[config.mk]
export PLATFORM = sky130hd
export DESIGN_NAME = multicycle_control
export DESIGN_NICKNAME = d
export VERILOG_FILES = /design/src/rtl/multicycle_control.sv
export SDC_FILE = /design/constraint.sdc
export NUM_CORES = 1
export LEC_CHECK = 0
export CAP_MARGIN = 20
export CORE_MARGIN = 2
export CORE_UTILIZATION = 37
export DETAILED_ROUTE_END_ITERATION = 7
export HOLD_SLACK_MARGIN = 0.08
export PLACE_DENSITY = 0.9
export SETUP_SLACK_MARGIN = 0.3
export SLEW_MARGIN = 20
export SYNTH_ARGS = -nofsm -noshare
export SYNTH_HDL_FRONTEND = slang
export SYNTH_SLANG_ARGS = --single-unit
[constraint.sdc]
create_clock -name clk -period 4.8 [get_ports clk]
set_input_delay 1.44 -clock clk [delete_from_list [all_inputs] [get_ports clk]]
set_output_delay 1.44 -clock clk [all_outputs]
set_load 0.02 [all_outputs]
[src/rtl/multicycle_control.sv]
// Main control FSM for a multicycle RV32 subset (R, I-ALU, LW, SW, BEQ).
// Every output is a function of the current state and the live inputs.
// While rst_n is low, all outputs are forced to zero.
//
// state    | meaning
// ---------+-----------------------------------------------------------
// FETCH    | read the instruction at PC, PC+4 -> PC when memory is ready
// DECODE   | read registers, compute the branch target (old PC + imm)
// MEMADR   | effective address = rs1 + imm
// MEMREAD  | load access, held until mem_ready
// MEMWB    | write the load data to rd
// MEMWRITE | store access, held until mem_ready, then retire
// EXEC_R   | rs1 op rs2
// EXEC_I   | rs1 op imm, with funct7 forced to zero in the ALU decode
// ALUWB    | write the ALU result to rd
// BRANCH   | compare rs1 with rs2, take the BEQ branch on zero
module multicycle_control (
  input  logic       clk,
  input  logic       rst_n,
  input  logic [6:0] opcode,
  input  logic [2:0] funct3,
  input  logic       zero,
  input  logic       mem_ready,
  output logic       mem_req,
  output logic       mem_write,
  output logic       adr_src,
  output logic       ir_write,
  output logic       pc_write,
  output logic       reg_write,
  output logic [1:0] result_src,
  output logic [1:0] alu_src_a,
  output logic [1:0] alu_src_b,
  output logic [1:0] alu_op,
  output logic       f7_zero,
  output logic       instr_done,
  output logic       illegal,
  output logic [3:0] state
);

  localparam logic [6:0] OP_R  = 7'b0110011;
  localparam logic [6:0] OP_I  = 7'b0010011;
  localparam logic [6:0] OP_LW = 7'b0000011;
  localparam logic [6:0] OP_SW = 7'b0100011;
  localparam logic [6:0] OP_BR = 7'b1100011;

  typedef enum logic [3:0] {
    S_FETCH    = 4'd0,
    S_DECODE   = 4'd1,
    S_MEMADR   = 4'd2,
    S_MEMREAD  = 4'd3,
    S_MEMWB    = 4'd4,
    S_MEMWRITE = 4'd5,
    S_EXEC_R   = 4'd6,
    S_EXEC_I   = 4'd7,
    S_ALUWB    = 4'd8,
    S_BRANCH   = 4'd9
  } state_t;

  state_t state_q, state_d;

  // state register, synchronous active-low reset
  always_ff @(posedge clk) begin
    if (!rst_n) state_q <= S_FETCH;
    else        state_q <= state_d;
  end

  // next-state and control decode; reset forces every output low
  always_comb begin
    state_d    = S_FETCH;
    mem_req    = 1'b0;
    mem_write  = 1'b0;
    adr_src    = 1'b0;
    ir_write   = 1'b0;
    pc_write   = 1'b0;
    reg_write  = 1'b0;
    result_src = 2'b00;
    alu_src_a  = 2'b00;
    alu_src_b  = 2'b00;
    alu_op     = 2'b00;
    f7_zero    = 1'b0;
    instr_done = 1'b0;
    illegal    = 1'b0;
    case (state_q)
      S_FETCH: begin
        mem_req    = 1'b1;
        alu_src_b  = 2'b10;
        result_src = 2'b10;
        ir_write   = mem_ready;
        pc_write   = mem_ready;
        state_d    = mem_ready ? S_DECODE : S_FETCH;
      end
      S_DECODE: begin
        alu_src_a = 2'b01;
        alu_src_b = 2'b01;
        case (opcode)
          OP_R:         state_d = S_EXEC_R;
          OP_I:         state_d = S_EXEC_I;
          OP_LW, OP_SW: state_d = S_MEMADR;
          OP_BR:        state_d = S_BRANCH;
          default: begin
            illegal = 1'b1;
            state_d = S_FETCH;
          end
        endcase
      end
      S_MEMADR: begin
        alu_src_a = 2'b10;
        alu_src_b = 2'b01;
        // Only loads and stores reach this state; any other opcode falls back to FETCH.
        if (opcode == OP_LW)      state_d = S_MEMREAD;
        else if (opcode == OP_SW) state_d = S_MEMWRITE;
        else                      state_d = S_FETCH;
      end
      S_MEMREAD: begin
        mem_req = 1'b1;
        adr_src = 1'b1;
        state_d = mem_ready ? S_MEMWB : S_MEMREAD;
      end
      S_MEMWB: begin
        result_src = 2'b01;
        reg_write  = 1'b1;
        instr_done = 1'b1;
      end
      S_MEMWRITE: begin
        mem_req    = 1'b1;
        mem_write  = 1'b1;
        adr_src    = 1'b1;
        instr_done = mem_ready;
        state_d    = mem_ready ? S_FETCH : S_MEMWRITE;
      end
      S_EXEC_R: begin
        alu_src_a = 2'b10;
        alu_op    = 2'b10;
        state_d   = S_ALUWB;
      end
      S_EXEC_I: begin
        alu_src_a = 2'b10;
        alu_src_b = 2'b01;
        alu_op    = 2'b10;
        f7_zero   = 1'b1;
        state_d   = S_ALUWB;
      end
      S_ALUWB: begin
        reg_write  = 1'b1;
        instr_done = 1'b1;
      end
      S_BRANCH: begin
        alu_src_a  = 2'b10;
        alu_op     = 2'b01;
        instr_done = 1'b1;
        // Only BEQ is supported; any other branch funct3 retires as a no-op.
        pc_write   = zero && (funct3 == 3'b000);
      end
      default: state_d = S_FETCH;
    endcase
    if (!rst_n) begin
      mem_req    = 1'b0;
      mem_write  = 1'b0;
      adr_src    = 1'b0;
      ir_write   = 1'b0;
      pc_write   = 1'b0;
      reg_write  = 1'b0;
      result_src = 2'b00;
      alu_src_a  = 2'b00;
      alu_src_b  = 2'b00;
      alu_op     = 2'b00;
      f7_zero    = 1'b0;
      instr_done = 1'b0;
      illegal    = 1'b0;
    end
  end

  // debug view of the state, zero while reset is asserted
  assign state = rst_n ? state_q : 4'd0;

endmodule

# Yosys cells after proc, flatten, opt, wreduce, memory -nomap -nowiden
# Cells that the tools add are included.
# op_classes
muxes,35
eq_ne,14
n_reduce_logical,12
# op_table
cell,count
4-bit one-hot mux with 6 select lines,1
1-bit 2-to-1 mux,18
"4-bit by 3-bit == test with 1-bit output, second input constant",4
2-bit one-hot mux with 2 select lines,4
4-bit one-hot mux with 4 select lines,1
"7-bit by 6-bit == test with 1-bit output, second input constant",2
3-bit 2-to-1 mux,4
3-bit OR reduction,3
"4-bit by 2-bit == test with 1-bit output, second input constant",2
"4-bit == test, second input constant",2
2-bit 2-to-1 mux,4
2-bit OR reduction,4
"7-bit by 2-bit == test with 1-bit output, second input constant",1
"7-bit by 5-bit == test with 1-bit output, second input constant",1
"7-bit == test, second input constant",1
5-bit OR reduction,1
"4-bit by 1-bit == test with 1-bit output, second input constant",1
4-bit logical NOT,1
4-bit 2-to-1 mux,1
1-bit one-hot mux with 2 select lines,2
4-bit OR reduction,1
3-bit logical NOT,1
1-bit logical AND,1
# word_totals
inputBits,14
reg_bits,4
out_inout_bits,21
elab_cells,62

# Logic depth before layout (Yosys ltp)
# logic_depth
depth_word,5
mapped_depth,5
ltp_nobuf,4

# Worst setup path before layout
# No wires, ideal clock.
# synth_timing
path_kind,input to output
startpoint,in rst_n
endpoint,out pc_write
path_buffers,0
required_ns,3.360
arrival_time_ns,2.619
stages,3
slack_ns,0.741
cell_sequence,nand2_1 -> nor4b_1 -> a21o_1
# synth_via
elab_chain_len,1
# synth_rtl
element,line_no,rtl
start: declaration,19,"input logic rst_n,"
1-bit 2-to-1 mux,156,if (!rst_n) begin
end: declaration,28,"output logic pc_write,"
# No other way between the ends.

# Worst setup path after layout
# layout_timing
startpoint,in mem_ready
endpoint,out pc_write
# layout_via
elab_chain_len,2
# layout_rtl
element,line_no,rtl
start: declaration,23,"input logic mem_ready,"
1-bit one-hot mux with 2 select lines,83,case (state_q)
1-bit 2-to-1 mux,156,
# No other way between the ends.

==> impl_metrics.yaml <==
pwr:
  p_sw_mw: 0.03140
  seqPwrFrac_pct: 30.8
  p_per_area_nw_per_um2: 132.0
  swShare_pct: 27.26
  power.leakage_nw: 0.3468
  clkPwrFrac_pct: 34.7
  ir_worst_vdd_mv: 0.1237
  combPwrFrac_pct: 34.6
  power_mw: 0.1152
  p_int_mw: 0.08376
cts:
  root_buffer: "clkbuf_4"
  cts_tree: "done"
  cts_resized: 2
  cts_setup_buffers: 0
  postCtsHoldBufs: 0
  cts_sinks: 4
  cts_buffers: 3
  worstSkewPairLatency_ns: 0.23
  htreeDepth: 1
  path_clk_slew_ns: 0.03
  cts_buffer_depth: 2
drt:
  wl_per_cell_um: 11.56
  vias_per_cell: 5.390
  detail-route-antenna-nets: 0
  dr.pass1.iters: 4
  drt-initial-drc-count: 15
  wirelength_um: 1422
  route.detailed.drc: 0
  vias: 663
logic_synthesis:
  synth_top_cell_by_area: "dfxtp_1"
  yosys-top-cells-area: "dfxtp_1 (16%), and2_1 (8.5%), nor2b_1 (7.3%)"
  synth-seq-cells: 4
  ys.flop_type: "dfxtp_1"
  syn_area_per_cell_sq_um: 6.750
  ys_seq_area_share_pct: 15.61
  netlist_area_sq_um: 513.0
  async_reset_ff_share_pct: 0
  synth_nets: 90
  synth_cells: 76
  ys_types: 33
  yosys_warnings: 0
  synth_edf_count: 0
  synth_top_area_share_pct: 15.61
setup_path:
  r2r_slack_ns: 3.27
  worstReg2RegStart: "state_q[0]"
  cp_max_fo: 5
  critPathLaunchType: "primary input"
  startpoint: "mem_ready"
  rr_endpoint: "state_q[0]"
  critPathCaptureType: "output pin"
  reg2reg_depth: 4
  path_class: "primary input to output pin"
  cp.arrival_ns: 3.00
  required_ns: 3.36
  endpoint: "pc_write"
placed_design:
  port_buffers: 34
  dp_hpwl_um: 1146
  gp_congestion: 0.8679
  place_area_sq_um: 840.8
cells_and_area:
  final_cell_area_sq_um: 872.1
  drive_above_1_share_pct: 5.556
  diodes: 0
  fillerInstances: 107
  nNetsFinal: 124
  largest-register: "state_q"
  syn2layout_area_growth_pct: 70.00
  top_regs: "state_q: 4 flops"
  largest_reg_flops: 4
timing:
  slew_viol_final: 0
  tightest_slew_ns: 0.4894
  setup_violations: 0
  rsz0062_at_grt: "true"
  fin_worst_skew_ns: 0.003791
  period_needed_ns: 4.440
  finalHoldViolCount: 0
  fin_crit_sh_pct: 92.49
  fmax_mhz: 225.2
  max_slew_margin_pct: 67.33
floorplanning:
  die_w_um: 41.24
  die_area_sq_um: 1700
  pin_count: 35
  rows: 13
  die_h_um: 41.24
  core_area_sq_um: 1301
  start_util_pct: 39.42
grt:
  grt_pass1_wl_um: 2214
  grt_max_degree: 16
  antenna_found_initial: 0
  grt_remaining_overflow: 0
  track_usage_pct: 19.33
  grt_pass1_vias: 578
min_path:
  hold_path_class: "flop to flop"
  hold_path_startpoint: "state_q[1]"
status:
  status: "complete, no violations"
job:
  maxCapViolations: 0
[layout by cell type, fill, tap and decap left out, types with 2 or more instances in the layout]
cell type / instances
clkdlybuf4s50_1: 32
nor2_1: 8
nand2_1: 8
and2_1: 7
nor2b_1: 6
nand2b_1: 4
nor3_1: 4
dfxtp_1: 4
a21oi_1: 3
clkbuf_4: 3
o21ai_0: 2
and3_1: 2
a211o_1: 2
a31oi_1: 2
nand3_1: 2
[through the flow]
stage	TNS, ns	hold WS [ns]	util [%]	worst slack [ns]	std cells
floorplan	0	0.5539	-	0.7412	76
global placement	0	0.7676	64.62	0.1296	120
detailed placement	-0.01339	0.7715	64.62	-0.01339	120
CTS	0	0.8056	66.73	0.3564	123
global route	0	0.8727	67.02	0.2921	123
finish	0	0.8021	67.02	0.3604	123
[critical path, cell delays in order]
cell             delay [ns]
clkdlybuf4s50_1        0.55
nor4b_2                0.29
a21o_1                 0.13
clkdlybuf4s50_1        0.60
[worst min path at each step]
stage	to	slack [ns]	depth (start not counted)
2_1_floorplan	state_q[1]	0.55	3
3_3_place_gp	state_q[3]	0.77	2
3_5_place_dp	state_q[3]	0.77	2
4_1_cts	state_q[1]	0.81	4
5_1_grt	state_q[2]	0.87	3
6_report	state_q[1]	0.80	4
[kinds of logic after synthesis]
| family | after synthesis | share of synthesized area (%) |
|---|---|---|
| and+or+nand+nor | 50 | 55.61 |
| muxes | 1 | 1.951 |
| buffers and inverters | 6 | 6.829 |
| AOI/OAI and AO/OA | 13 | 16.59 |
| xor gates and xnor gates | 2 | 3.415 |
| DFF | 4 | 15.61 |
[layer usage]
layer	global-route usage [%]	part of all wire, %	vias up	wire (um)
met5	0	0	-	0
met4	5.645	0	0	0
met3	3.261	7.5	0	107
met2	37.89	54	27	774
met1	20.51	38	303	540
li1	-	-	333	-
[power by group through the flow]
stage / Combinational, mW / Sequential [mW] / Clock (mW)
finish: 0.0398 / 0.0354 / 0.0400
global route: 0.0430 / 0.0355 / 0.0432
CTS: 0.0397 / 0.0354 / 0.0414
detailed placement: 0.0396 / 0.0359 / 0
global placement: 0.0385 / 0.0359 / 0
floorplan: 0.0191 / 0.0346 / 0
[synth_stat cells, types with 2 or more instances]
cell	count
nor4b_1	2
and2_1	7
a31oi_1	2
nor2b_1	6
o21ai_0	2
a21oi_1	3
clkbuf_1	2
dfxtp_1	4
nand2_1	8
nor2_1	8
nor3_1	4
a211o_1	2
nand3_1	2
nand2b_1	4
and3_1	2
[area by class of cell]
| type | instances | area [sq um] | share of cell area, % |
|---|---|---|---|
| multi-input cells | 66 | 404.1 | 46.34 |
| repair buffers | 34 | 342.8 | 39.31 |
| flip-flops and latches | 4 | 80.08 | 9.182 |
| clock buffers | 3 | 22.52 | 2.582 |
| well taps | 15 | 18.77 | 2.152 |
| inverters | 1 | 3.754 | 0.4304 |
No activity file was read; power rests on OpenSTA's default activity.
